**src/rtl/insn_queue_pkg.sv**
```systemverilog
// Shared fetch-side types and constants for the instruction queue.
package fetch_pkg;

  localparam int          PC_W     = 32;
  localparam int          INSN_W   = 32;
  localparam logic [31:0] NOP_INSN = 32'h00000013;
  localparam logic [31:0] BASEADDR = 32'h01000000;

  typedef struct packed {
    logic [PC_W-1:0]   pc;
    logic [INSN_W-1:0] insn;
  } insn_entry_t;

endpackage

```
**src/rtl/insn_queue_if.sv**
```systemverilog
// Fetch/decode handshake bundle; master is the fetch+decode side, slave is the queue.
interface insn_queue_if
  import fetch_pkg::*;
#(
  parameter int DWIDTH = INSN_W,
  parameter int AWIDTH = PC_W,
  parameter int DEPTH  = 2
);
  logic                         enq_valid_i;
  logic [AWIDTH-1:0]            enq_pc_i;
  logic [DWIDTH-1:0]            enq_insn_i;
  logic                         enq_ready_o;
  logic                         flush_i;
  logic                         deq_valid_o;
  logic [AWIDTH-1:0]            deq_pc_o;
  logic [DWIDTH-1:0]            deq_insn_o;
  logic                         deq_ready_i;
  logic [$clog2(DEPTH+1)-1:0]   count_o;

  modport master (
    output enq_valid_i, enq_pc_i, enq_insn_i, flush_i, deq_ready_i,
    input  enq_ready_o, deq_valid_o, deq_pc_o, deq_insn_o, count_o
  );

  modport slave (
    input  enq_valid_i, enq_pc_i, enq_insn_i, flush_i, deq_ready_i,
    output enq_ready_o, deq_valid_o, deq_pc_o, deq_insn_o, count_o
  );
endinterface

```
**src/rtl/insn_queue.sv**
```systemverilog
// Fetch-to-decode instruction FIFO with flush; registered-only enq_ready, no empty bypass.
module insn_queue
  import fetch_pkg::*;
#(
  parameter int                DWIDTH   = INSN_W,
  parameter int                AWIDTH   = PC_W,
  parameter int                DEPTH    = 2,
  parameter logic [DWIDTH-1:0] NOP_INSN = fetch_pkg::NOP_INSN
) (
  input logic         clk,
  input logic         rst,
  insn_queue_if.slave q
);

  localparam int PW = $clog2(DEPTH);
  localparam int CW = $clog2(DEPTH+1);

  typedef struct packed {
    logic [AWIDTH-1:0] pc;
    logic [DWIDTH-1:0] insn;
  } entry_t;

  entry_t          mem [DEPTH];
  logic [PW-1:0]   rd_ptr;
  logic [PW-1:0]   wr_ptr;
  logic [CW-1:0]   count;
  logic            push;
  logic            pop;

  assign q.enq_ready_o = (count != CW'(DEPTH));
  assign q.deq_valid_o = (count != '0);
  assign q.count_o     = count;
  assign push          = q.enq_valid_i & q.enq_ready_o;
  assign pop           = q.deq_valid_o & q.deq_ready_i;

  always_comb begin
    q.deq_pc_o   = '0;
    q.deq_insn_o = NOP_INSN;
    if (q.deq_valid_o) begin
      q.deq_pc_o   = mem[rd_ptr].pc;
      q.deq_insn_o = mem[rd_ptr].insn;
    end
  end

  // Storage is deliberately left out of reset; only pointers and count define validity.
  always_ff @(posedge clk) begin
    if (push && !q.flush_i) begin
      mem[wr_ptr] <= '{pc: q.enq_pc_i, insn: q.enq_insn_i};
    end
  end

  always_ff @(posedge clk or negedge rst) begin
    if (!rst) begin
      rd_ptr <= '0;
      wr_ptr <= '0;
      count  <= '0;
    end else if (q.flush_i) begin
      rd_ptr <= '0;
      wr_ptr <= '0;
      count  <= '0;
    end else begin
      if (push) wr_ptr <= wr_ptr + PW'(1);
      if (pop)  rd_ptr <= rd_ptr + PW'(1);
      if (push && !pop)      count <= count + CW'(1);
      else if (pop && !push) count <= count - CW'(1);
    end
  end

endmodule
```
**src/flat_wrapper.sv**
```systemverilog
// flat-port wrapper written by rule: the top's interface ports become plain ports
module insn_queue_flat import fetch_pkg::*;
#(
  parameter int                DWIDTH   = INSN_W,
  parameter int                AWIDTH   = PC_W,
  parameter int                DEPTH    = 2,
  parameter logic [DWIDTH-1:0] NOP_INSN = fetch_pkg::NOP_INSN
)
  (clk, rst, q_enq_valid_i, q_enq_pc_i, q_enq_insn_i, q_flush_i, q_deq_ready_i, q_enq_ready_o, q_deq_valid_o, q_deq_pc_o, q_deq_insn_o, q_count_o);
  insn_queue_if #(.DWIDTH(DWIDTH), .AWIDTH(AWIDTH), .DEPTH(DEPTH)) q_i ();
  input logic clk;
  input logic rst;
  input wire logic [$bits(q_i.enq_valid_i)-1:0] q_enq_valid_i;
  input wire logic [$bits(q_i.enq_pc_i)-1:0] q_enq_pc_i;
  input wire logic [$bits(q_i.enq_insn_i)-1:0] q_enq_insn_i;
  input wire logic [$bits(q_i.flush_i)-1:0] q_flush_i;
  input wire logic [$bits(q_i.deq_ready_i)-1:0] q_deq_ready_i;
  output wire logic [$bits(q_i.enq_ready_o)-1:0] q_enq_ready_o;
  output wire logic [$bits(q_i.deq_valid_o)-1:0] q_deq_valid_o;
  output wire logic [$bits(q_i.deq_pc_o)-1:0] q_deq_pc_o;
  output wire logic [$bits(q_i.deq_insn_o)-1:0] q_deq_insn_o;
  output wire logic [$bits(q_i.count_o)-1:0] q_count_o;
  assign q_i.enq_valid_i = q_enq_valid_i;
  assign q_i.enq_pc_i = q_enq_pc_i;
  assign q_i.enq_insn_i = q_enq_insn_i;
  assign q_i.flush_i = q_flush_i;
  assign q_i.deq_ready_i = q_deq_ready_i;
  assign q_enq_ready_o = q_i.enq_ready_o;
  assign q_deq_valid_o = q_i.deq_valid_o;
  assign q_deq_pc_o = q_i.deq_pc_o;
  assign q_deq_insn_o = q_i.deq_insn_o;
  assign q_count_o = q_i.count_o;
  insn_queue #(.DWIDTH(DWIDTH), .AWIDTH(AWIDTH), .DEPTH(DEPTH), .NOP_INSN(NOP_INSN)) u_core (.clk(clk), .rst(rst), .q(q_i));
endmodule
```
**config.mk**
```make
export PLATFORM = sky130hd
export DESIGN_NAME = insn_queue_flat
export DESIGN_NICKNAME = d
export VERILOG_FILES = /design/src/rtl/insn_queue_pkg.sv /design/src/rtl/insn_queue_if.sv /design/src/rtl/insn_queue.sv /design/src/flat_wrapper.sv
export SDC_FILE = /design/constraint.sdc
export NUM_CORES = 1
export LEC_CHECK = 0
export ABC_AREA = 1
export CAP_MARGIN = 30
export CORE_MARGIN = 2
export CORE_UTILIZATION = 51
export DETAILED_ROUTE_END_ITERATION = 10
export GPL_TIMING_DRIVEN = 1
export PLACE_DENSITY_LB_ADDON = 0.05
export SYNTH_ARGS = -nofsm -noshare
export SYNTH_HDL_FRONTEND = slang
export SYNTH_SLANG_ARGS = --single-unit
```
**constraint.sdc**
```tcl
create_clock -name clk -period 9 [get_ports clk]
set_clock_uncertainty 0.05 [all_clocks]
set_input_delay 1.8 -clock clk [delete_from_list [all_inputs] [get_ports clk]]
set_output_delay 1.8 -clock clk [all_outputs]
set_load 0.01 [all_outputs]
```
==> qor.json, run 1 <==
{
  "yosys_warnings": 0,
  "cts_tree": "built",
  "cts-resized-gates": 0,
  "max-clock-path-buffers": 2,
  "viasPerCell": 5.08,
  "total_leakage_power_nw": 2.52,
  "layout.cells.most_common": "nand2_1",
  "place_hpwl_um": 6490,
  "die_w_um": 103,
  "design_area_um2": 7070,
  "run_status": "complete, no violations",
  "share_of_layout_cells_above_drive_strength_1_pct": 7.89,
  "cp_max_fo": 65,
  "timing.max_cap.violations": 0,
  "drtPass1Iterations": 4,
  "antenna_found_initial": 0,
  "syn-cell-area_um2": 5000,
  "timing_worst_slew_pin_value_ps": 968,
  "dieHeight_um": 103,
  "endpoint_kind": "output pin",
  "placed_cell_area_um2": 6490,
  "wl_per_cell_um": 16.4,
  "area_of_the_core_region_um2": 9640,
  "worst_setup_hold_path_clk_slew_ps": 60,
  "rsz0062_at_grt": "no",
  "cts_inserted_buffers": 17,
  "grt_first_pass_wirelength_um": 15700,
  "dr.first_iter.drc_count": 194,
  "ir_worst_vdd_v": 0.000132,
  "gr-total-overflow": 0,
  "first_global_vias": 3281,
  "setup_viol": 0,
  "cts.sink_count": 132,
  "syn_nets": 448,
  "globalRouteTotalUtil_pct": 20.2,
  "clkLatencyLatePin_ps": 500,
  "worst-setup-path-type": "reg2out",
  "grt_start_max_net_pins": 66,
  "cts_hold_repair.buffers": 0,
  "max_slew_margin_pct": 35.3,
  "drc_errors_left": 0,
  "row_count": 36,
  "final_hold_viol_count": 0,
  "finalPower_mw": 1.98,
  "crit_required_ps": 7150,
  "seq_area_frac_synth_pct": 78.9,
  "syn_area_per_cell_um2": 13.2,
  "synthToLayoutAreaGrowth_pct": 41.6,
  "min-delay-path-class": "reg2reg",
  "timing_max_transition_violations_final": 0,
  "final_net_count": 588,
  "starting_density_of_the_core_pct": 51.8,
  "startpoint_type": "flop",
  "via_count": 3379,
  "cellPowerDensity_nw_per_um2": 280,
  "total_i_o_pin_count": 137,
  "layout_min_cycle_time_ps": 4630,
  "setup_total_negative_slack_ps": 0,
  "routed_wl_um": 10900,
  "fp.dieArea_um2": 10600,
  "ys_seq_elements": 132,
  "diodes": 0,
  "fmax_ghz": 0.216,
  "synthesis.instances": 379,
  "timing.critical_path.arrival_ps": 2780,
  "clockRootBuffer": "clkbuf_8",
  "detail-route-antenna-nets": 0,
  "place_congestion": 0.752,
  "post-cts-setup-buffers": 0,
  "period_share_pct": 51.4,
  "yosys.cell_types.count": 14,
  "clock_h_tree_levels": 4,
  "port_buffers": 136,
  "final_cell_mix": "139 x nand2_1, 136 x clkdlybuf4s50_1, 128 x edfxtp_1"
}
-- synthesized netlist by cell type, drive strengths merged --
cell type / count / area [um2]
nand2: 139 / 522
nor2: 8 / 37.5
edfxtp: 128 / 3840
o21ai: 2 / 10.0
nand3: 9 / 45.0
buf: 18 / 90.1
inv: 6 / 22.5
a21oi: 61 / 305
a21boi: 1 / 7.51
o22ai: 1 / 6.26
clkbuf: 2 / 7.51
dfrtp: 4 / 100
-- cell type report --
cell class,instances,area [um2]
multi-input combinational,221,948
sequential,132,3950
clock buffer,19,422
clock inverter,13,159
timing repair buffer,141,1410
fill,665,2560
tap,133,166
inverter,6,22.5
-- power by group --
| group | internal [mW] | switching, mW |
|---|---|---|
| clock | 0.421 | 0.245 |
| sequential | 0.727 | 0.0186 |
| combinational | 0.271 | 0.300 |
| total | 1.42 | 0.564 |
-- path summary, 6_finish.rpt --
check | startpoint | end | slack (ps) | cells after the start
max in group asynchronous | rst | u_core.rd_ptr | 7280 | 1
hold / removal | u_core.wr_ptr | u_core.wr_ptr | 520 | 1
setup / recovery | u_core.rd_ptr | q_deq_pc_o[22] | 4370 | 6
min in group asynchronous | rst | u_core.wr_ptr | 1440 | 1
hold reg to reg | u_core.wr_ptr | u_core.wr_ptr | 520 | 1
setup reg to reg | u_core.q.count_o[0] | u_core.mem[0][10] | 6380 | 5
-- logic make-up (layout without fill, tap and decap cells) --
family,Yosys count,after routing,share of synthesized area [%]
flip-flops,132,132,78.9
buffers and inverters,26,179,2.40
AND/OR/NAND/NOR,156,156,12.1
AO/OA/AOI/OAI,65,65,6.58
-- flip-flops by register name, indices dropped and copies added, names as in the netlist --
| name | count |
|---|---|
| u_core.wr_ptr | 1 |
| u_core.mem | 128 |
| u_core.rd_ptr | 1 |
| u_core.q.count_o | 2 |
-- metal layers --
metal	track usage, %	share of wire [%]
met3	4.88	6.4
met1	25.9	42
met2	33.0	50
met4	9.01	1.6
met5	0	0
-- per-stage QoR --
stage	hold slack, ps	cells	worst slack (ps)	util, %
final	518	665	4370	73.4
after detailed placement	505	633	4610	67.4
after global routing	524	665	4200	73.4
after CTS	520	665	4320	73.4
after global placement	494	632	4480	67.2
after floorplan	410	379	3750	-
-- critical path, stage by stage (launching register included) --
cell,delay (ps)
dfrtp_2,390
buf_4,350
inv_2,380
buf_12,290
nand2_1,80
a21oi_1,190
clkdlybuf4s50_1,570
No activity file was read; power rests on OpenSTA's default activity.
==> run 2, diff against run 1 <==
CORE_UTILIZATION = 43   (was 51)
clock period = 3.8 ns   (was 9 ns; I/O delays follow)
==> qor.json, run 2 (synthesized netlist as in run 1, its figures left out) <==
{
  "run_status": "complete, no violations",
  "p_int": {"value": 3.40, "unit": "mW", "change": "+140%"},
  "worst-setup-path-type": "reg2out",
  "routed_wl": {"value": 10900, "unit": "um", "change": "-0.22%"},
  "globalRouteTotalUtil": {"value": 18.2, "unit": "%", "change": "-2.1 points"},
  "power.share.combinational": {"value": 29.0, "unit": "%", "change": "+0.2 points"},
  "final_net_count": {"value": 590, "change": "+0.34%"},
  "synthToLayoutAreaGrowth_pct": 42.3,
  "grt_start_max_net_pins": {"value": 65, "change": "-1.5%"},
  "viasPerCell": {"value": 4.99, "change": "-1.8%"},
  "clockRootBuffer": "clkbuf_16",
  "starting_density_of_the_core": {"value": 44.0, "unit": "%", "change": "-7.9 points"},
  "max-clock-path-buffers": {"value": 2, "change": "unchanged"},
  "final_hold_viol_count": {"value": 0, "change": "unchanged"},
  "cts.sink_count": {"value": 132, "change": "unchanged"},
  "fmax_ghz": 0.320,
  "crit_required": {"value": 2990, "unit": "ps", "change": "-4160 ps"},
  "hold_path_depth": {"value": 1, "change": "unchanged"},
  "rsz0062_at_grt": "no",
  "net_switching_share_of_the_total_power": {"value": 27.9, "unit": "%", "change": "-0.54 points"},
  "timing.max_cap.violations": {"value": 0, "change": "unchanged"},
  "first_global_vias": {"value": 3398, "change": "+3.6%"},
  "cts-resized-gates": {"value": 0, "change": "unchanged"},
  "detail-route-antenna-nets": {"value": 0, "change": "unchanged"},
  "worst_setup_hold_path_clk_slew": {"value": 50, "unit": "ps", "change": "about the same"},
  "area_of_the_core_region": {"value": 11400, "unit": "um2", "change": "+18%"},
  "cts_hold_repair.buffers": {"value": 0, "change": "unchanged"},
  "share_clk_of_total_power": {"value": 33.6, "unit": "%", "change": "about the same"},
  "worst_r2r_startpoint": "u_core.q.count_o[0]",
  "cellPowerDensity": {"value": 663, "unit": "nW/um2", "change": "+140%"},
  "timing.critical_path.arrival": {"value": 2320, "unit": "ps", "change": "-460 ps"},
  "largest_reg_flops": {"value": 128, "change": "unchanged"},
  "port_buffers": {"value": 136, "change": "unchanged"},
  "dieHeight": {"value": 112, "unit": "um", "change": "+8.6%"},
  "min-delay-path-class": "reg2reg",
  "final_cell_mix": "139 x nand2_1, 136 x clkdlybuf4s50_1, 128 x edfxtp_1",
  "row_count": {"value": 39, "change": "+8.3%"},
  "clock_h_tree_levels": {"value": 4, "change": "unchanged"},
  "clkLatencyLatePin": {"value": 390, "unit": "ps", "change": "-110 ps"},
  "place_congestion": {"value": 0.772, "change": "+2.8%"},
  "hold_path_startpoint": "u_core.wr_ptr",
  "layout.cells.most_common": "nand2_1",
  "total_leakage_power": {"value": 2.52, "unit": "nW", "change": "+0.28%"},
  "total_i_o_pin_count": {"value": 137, "change": "unchanged"},
  "gr-total-overflow": {"value": 0, "change": "unchanged"},
  "pwr-share-seq": {"value": 37.5, "unit": "%", "change": "about the same"},
  "fp.dieArea": {"value": 12500, "unit": "um2", "change": "+18%"},
  "period_share_pct": 82.3,
  "setup_total_negative_slack": {"value": 0, "unit": "ps", "change": "unchanged"},
  "setup_viol": {"value": 0, "change": "unchanged"},
  "share_of_layout_cells_above_drive_strength_1": {"value": 7.49, "unit": "%", "change": "-0.40 points"},
  "endpoint_kind": "output pin",
  "filler_cell_count": {"value": 915, "change": "+38%"},
  "drtPass1Iterations": {"value": 4, "change": "unchanged"},
  "diodes": {"value": 0, "change": "unchanged"},
  "timing_max_transition_violations_final": {"value": 0, "change": "unchanged"},
  "ir_worst_vdd": {"value": 0.000370, "unit": "V", "change": "+180%"},
  "cp_max_fo": {"value": 34, "change": "-48%"},
  "fin_hold_ws": {"value": 506, "unit": "ps", "change": "-12.0 ps"},
  "place_hpwl": {"value": 6580, "unit": "um", "change": "+1.5%"},
  "worst_case_reg_to_reg_path_depth": {"value": 5, "change": "unchanged"},
  "layout_min_cycle_time_ps": 3130,
  "cts_inserted_buffers": {"value": 17, "change": "unchanged"},
  "antenna_found_initial": {"value": 0, "change": "unchanged"},
  "dr.first_iter.drc_count": {"value": 206, "change": "+6.2%"},
  "holdPathEnd": "u_core.wr_ptr",
  "multi_input_area": {"value": 948, "unit": "um2", "change": "unchanged"},
  "grt_first_pass_wirelength": {"value": 17300, "unit": "um", "change": "+10%"},
  "regMostFlops": "u_core.mem",
  "dp_cells": {"value": 645, "change": "+1.9%"},
  "post-cts-setup-buffers": {"value": 0, "change": "unchanged"},
  "die_w": {"value": 112, "unit": "um", "change": "+8.6%"},
  "wl_per_cell": {"value": 16.1, "unit": "um", "change": "-2.0%"},
  "max_slew_margin": {"value": 53.9, "unit": "%", "change": "+19 points"},
  "cts_tree": "built",
  "critPathLaunch": "u_core.rd_ptr",
  "drc_errors_left": {"value": 0, "change": "unchanged"},
  "p_sw": {"value": 1.31, "unit": "mW", "change": "+130%"},
  "startpoint_type": "flop",
  "timing_worst_slew_pin_value": {"value": 691, "unit": "ps", "change": "-278 ps"},
  "via_count": {"value": 3379, "change": "unchanged"},
  "finalPower": {"value": 4.71, "unit": "mW", "change": "+140%"},
  "reg2reg_setup_slack": {"value": 1810, "unit": "ps", "change": "-4570 ps"},
  "rr_endpoint": "u_core.mem[0][26]",
  "layoutNonFillerInstCount": {"value": 677, "change": "+1.8%"},
  "final-seq-area": {"value": 3950, "unit": "um2", "change": "unchanged"}
}
-- run 2: changes by cell type in the layout (fill, tap and decap cells not counted) --
cell and change:
clkinv_1 +1, clkinv_4 -1, buf_12 +1, clkbuf_8 -1, inv_6 -1, clkbuf_16 +1, buf_4 +1, clkinv_2 -1
clkinvlp_4 -1, clkbuf_1 +3
-- run 2: how the worst max path moves through the flow --
stage / slack [ps] / cells past startpoint / end
floorplan: 660 / 3 / u_core.mem[0][0]
global placement: 1020 / 5 / q_deq_pc_o[22]
detailed placement: 1020 / 5 / q_deq_pc_o[22]
CTS: 580 / 5 / q_deq_pc_o[22]
global route: 480 / 5 / q_deq_pc_o[24]
finish: 670 / 5 / q_deq_pc_o[24]
-- run 2: worst max-delay path: stages (launching register included) --
cell	delay, ps
dfrtp_2	400
inv_2	220
buf_4	410
nand2_1	90
a21oi_1	190
clkdlybuf4s50_1	570
-- run 2: layout make-up --
type,instances,area share [%]
clock buffer,22,6.25
clock inverter,10,1.87
inverter,6,0.317
multi-input combinational,221,13.3
sequential,132,55.5
tap,143,2.52
timing repair buffer,143,20.2
-- run 2: layer usage --
| metal | part of all wire [%] | vias up | GRT usage [%] |
|---|---|---|---|
| met3 | 6.8 | 16 | 5.88 |
| met4 | 2.2 | 0 | 7.98 |
| met2 | 49 | 119 | 29.4 |
| li1 | - | 1621 | - |
| met1 | 42 | 1623 | 22.5 |
| met5 | 0 | - | 0 |
-- run 2: through the flow --
stage	util (%)	worst slack [ps]	instance area, um2
2_1_floorplan	-	658	5000
3_3_place_gp	57.5	1020	6530
3_5_place_dp	57.5	1020	6530
4_1_cts	62.5	580	7110
5_1_grt	62.5	483	7110
6_report	62.5	673	7110
-- run 2: power groups by stage --
| stage | Combinational (mW) | Sequential, mW | Clock (mW) |
|---|---|---|---|
| global route | 1.48 | 1.78 | 1.68 |
| floorplan | 0.622 | 1.79 | 0 |
| CTS | 1.40 | 1.77 | 1.62 |
| global placement | 1.39 | 1.79 | 0 |
| finish | 1.37 | 1.77 | 1.58 |
| detailed placement | 1.39 | 1.79 | 0 |
==> run 3, diff against run 2 <==
CORE_UTILIZATION = 48   (was 43)
clock period = 3.15 ns   (was 3.8 ns; I/O delays follow)
==> qor.json, run 3 (synthesized netlist as in run 1, its figures left out) <==
{
  "cts_tree": "built",
  "regMostFlops": "u_core.mem",
  "layout_min_cycle_time_ps": 3010,
  "die_w": {"value": 106, "unit": "um", "change": "-5.2%"},
  "final_net_count": {"value": 594, "change": "+0.68%"},
  "synthToLayoutAreaGrowth_pct": 42.6,
  "post-cts-setup-buffers": {"value": 0, "change": "unchanged"},
  "first_global_vias": {"value": 3378, "change": "-0.59%"},
  "layout.cells.most_common": "nand2_1",
  "worst_setup_hold_path_clk_slew": {"value": 60, "unit": "ps", "change": "about the same"},
  "cp_max_fo": {"value": 23, "change": "-32%"},
  "setup_total_negative_slack": {"value": 0, "unit": "ps", "change": "unchanged"},
  "final_hold_viol_count": {"value": 0, "change": "unchanged"},
  "diodes": {"value": 0, "change": "unchanged"},
  "clkLatencyLatePin": {"value": 510, "unit": "ps", "change": "+120 ps"},
  "crit_required": {"value": 2470, "unit": "ps", "change": "-520 ps"},
  "startpoint_type": "flop",
  "clockRootBuffer": "clkbuf_8",
  "dr.first_iter.drc_count": {"value": 225, "change": "+9.2%"},
  "filler_cell_count": {"value": 718, "change": "-22%"},
  "clock_h_tree_levels": {"value": 4, "change": "unchanged"},
  "via_count": {"value": 3318, "change": "-1.8%"},
  "final_cell_mix": "139 x nand2_1, 136 x clkdlybuf4s50_1, 128 x edfxtp_1",
  "grt_start_max_net_pins": {"value": 65, "change": "unchanged"},
  "total_leakage_power": {"value": 2.54, "unit": "nW", "change": "+0.84%"},
  "wl_per_cell": {"value": 15.8, "unit": "um", "change": "-1.6%"},
  "ir_worst_vdd": {"value": 0.000487, "unit": "V", "change": "+32%"},
  "area_of_the_core_region": {"value": 10200, "unit": "um2", "change": "-10%"},
  "worst_case_reg_to_reg_path_depth": {"value": 5, "change": "unchanged"},
  "place_hpwl": {"value": 6560, "unit": "um", "change": "-0.36%"},
  "globalRouteTotalUtil": {"value": 20.0, "unit": "%", "change": "+1.8 points"},
  "min-delay-path-class": "in2async",
  "cts_inserted_buffers": {"value": 17, "change": "unchanged"},
  "timing.critical_path.arrival": {"value": 2330, "unit": "ps", "change": "about the same"},
  "cellPowerDensity": {"value": 798, "unit": "nW/um2", "change": "+20%"},
  "starting_density_of_the_core": {"value": 48.8, "unit": "%", "change": "+4.9 points"},
  "viasPerCell": {"value": 4.92, "change": "-1.4%"},
  "max_slew_margin": {"value": 66.0, "unit": "%", "change": "+12 points"},
  "detail-route-antenna-nets": {"value": 0, "change": "unchanged"},
  "largest_reg_flops": {"value": 128, "change": "unchanged"},
  "rsz0062_at_grt": "no",
  "antenna_found_initial": {"value": 0, "change": "unchanged"},
  "setup_viol": {"value": 0, "change": "unchanged"},
  "gr-total-overflow": {"value": 0, "change": "unchanged"},
  "reg2reg_setup_slack": {"value": 1360, "unit": "ps", "change": "-450 ps"},
  "drc_errors_left": {"value": 0, "change": "unchanged"},
  "cts.sink_count": {"value": 132, "change": "unchanged"},
  "worst-setup-path-type": "reg2out",
  "place_congestion": {"value": 0.819, "change": "+6.0%"},
  "max-clock-path-buffers": {"value": 2, "change": "unchanged"},
  "rr_endpoint": "u_core.mem[1][35]",
  "timing_max_transition_violations_final": {"value": 0, "change": "unchanged"},
  "drtPass1Iterations": {"value": 4, "change": "unchanged"},
  "worst_r2r_startpoint": "u_core.q.count_o[0]",
  "fp.dieArea": {"value": 11200, "unit": "um2", "change": "-10%"},
  "timing_worst_slew_pin_value": {"value": 510, "unit": "ps", "change": "-181 ps"},
  "row_count": {"value": 37, "change": "-5.1%"},
  "finalPower": {"value": 5.68, "unit": "mW", "change": "+21%"},
  "dieHeight": {"value": 106, "unit": "um", "change": "-5.2%"},
  "total_i_o_pin_count": {"value": 137, "change": "unchanged"},
  "timing.max_cap.violations": {"value": 0, "change": "unchanged"},
  "period_share_pct": 95.7,
  "routed_wl": {"value": 10700, "unit": "um", "change": "-2.0%"},
  "run_status": "complete, no violations",
  "port_buffers": {"value": 136, "change": "unchanged"},
  "fmax_ghz": 0.332,
  "endpoint_kind": "output pin",
  "share_of_layout_cells_above_drive_strength_1": {"value": 8.36, "unit": "%", "change": "+0.87 points"},
  "grt_first_pass_wirelength": {"value": 16600, "unit": "um", "change": "-3.9%"}
}
run 3: cell types whose count changed in the layout (fill, tap and decap cells not counted), moves of 3 or more:
cell      change
clkinv_1      +3
buf_4         +4
clkinv_4      +3
clkbuf_1      -4
run 3: repair_timing:
action / 4_1_cts / 5_1_grt
setup endpoints to repair: 1 / 18
pin swaps: 0 / 0
hold buffers: 0 / 0
gates resized for setup: 1 / 1
run 3: report_power, final:
part           total (mW)  internal, mW  switching, mW
Clock                1.89          1.20          0.695
Sequential           2.13          2.08         0.0539
Combinational        1.66         0.796          0.864
Total                5.68          4.07           1.61
run 3: layer usage:
metal / track usage [%] / wire length [um]
met1: 24.1 / 4420
met2: 33.0 / 5530
met3: 6.62 / 612
met4: 8.55 / 93
met5: 0 / 0
run 3: worst max-delay path by stage:
| stage | end | slack (ps) | cells after the start | from |
|---|---|---|---|---|
| 3_3_place_gp | q_deq_pc_o[13] | 620 | 4 | u_core.rd_ptr |
| 4_1_cts | q_deq_insn_o[8] | 20 | 5 | u_core.rd_ptr |
| 3_5_place_dp | q_deq_insn_o[8] | 570 | 4 | u_core.rd_ptr |
| 5_1_grt | q_deq_insn_o[21] | 30 | 5 | u_core.rd_ptr |
| 6_report | q_deq_insn_o[8] | 140 | 5 | u_core.rd_ptr |
| 2_1_floorplan | u_core.mem[0][0] | 140 | 3 | q_flush_i |
run 3: critical path, cell delays in order (launching register included):
cell             delay (ps)
dfrtp_2                 410
clkinv_2                260
buf_4                   250
nand2_1                  60
a21oi_1                 230
clkdlybuf4s50_1         600
run 3: metrics by stage:
step                worst slack (ps)  utilization (%)  hold WS [ps]  cells  cell area (um2)
floorplan                        138                -           284    379             5000
global placement                 624             63.9           495    642             6540
detailed placement               567             63.9           501    642             6540
CTS                             18.1             69.6           251    674             7130
global route                    33.6             69.7           258    674             7130
finish                           136             69.7           279    674             7130
run 3: area by class of cell:
cell class | instances | area (um2) | area share (%)
Clock buffer | 18 | 418 | 5.86
Tap cell | 136 | 170 | 2.39
Sequential cell | 132 | 3950 | 55.4
Clock inverter | 14 | 161 | 2.26
Inverter | 6 | 23.8 | 0.334
Multi-Input combinational cell | 221 | 948 | 13.3
Timing Repair Buffer | 147 | 1460 | 20.5
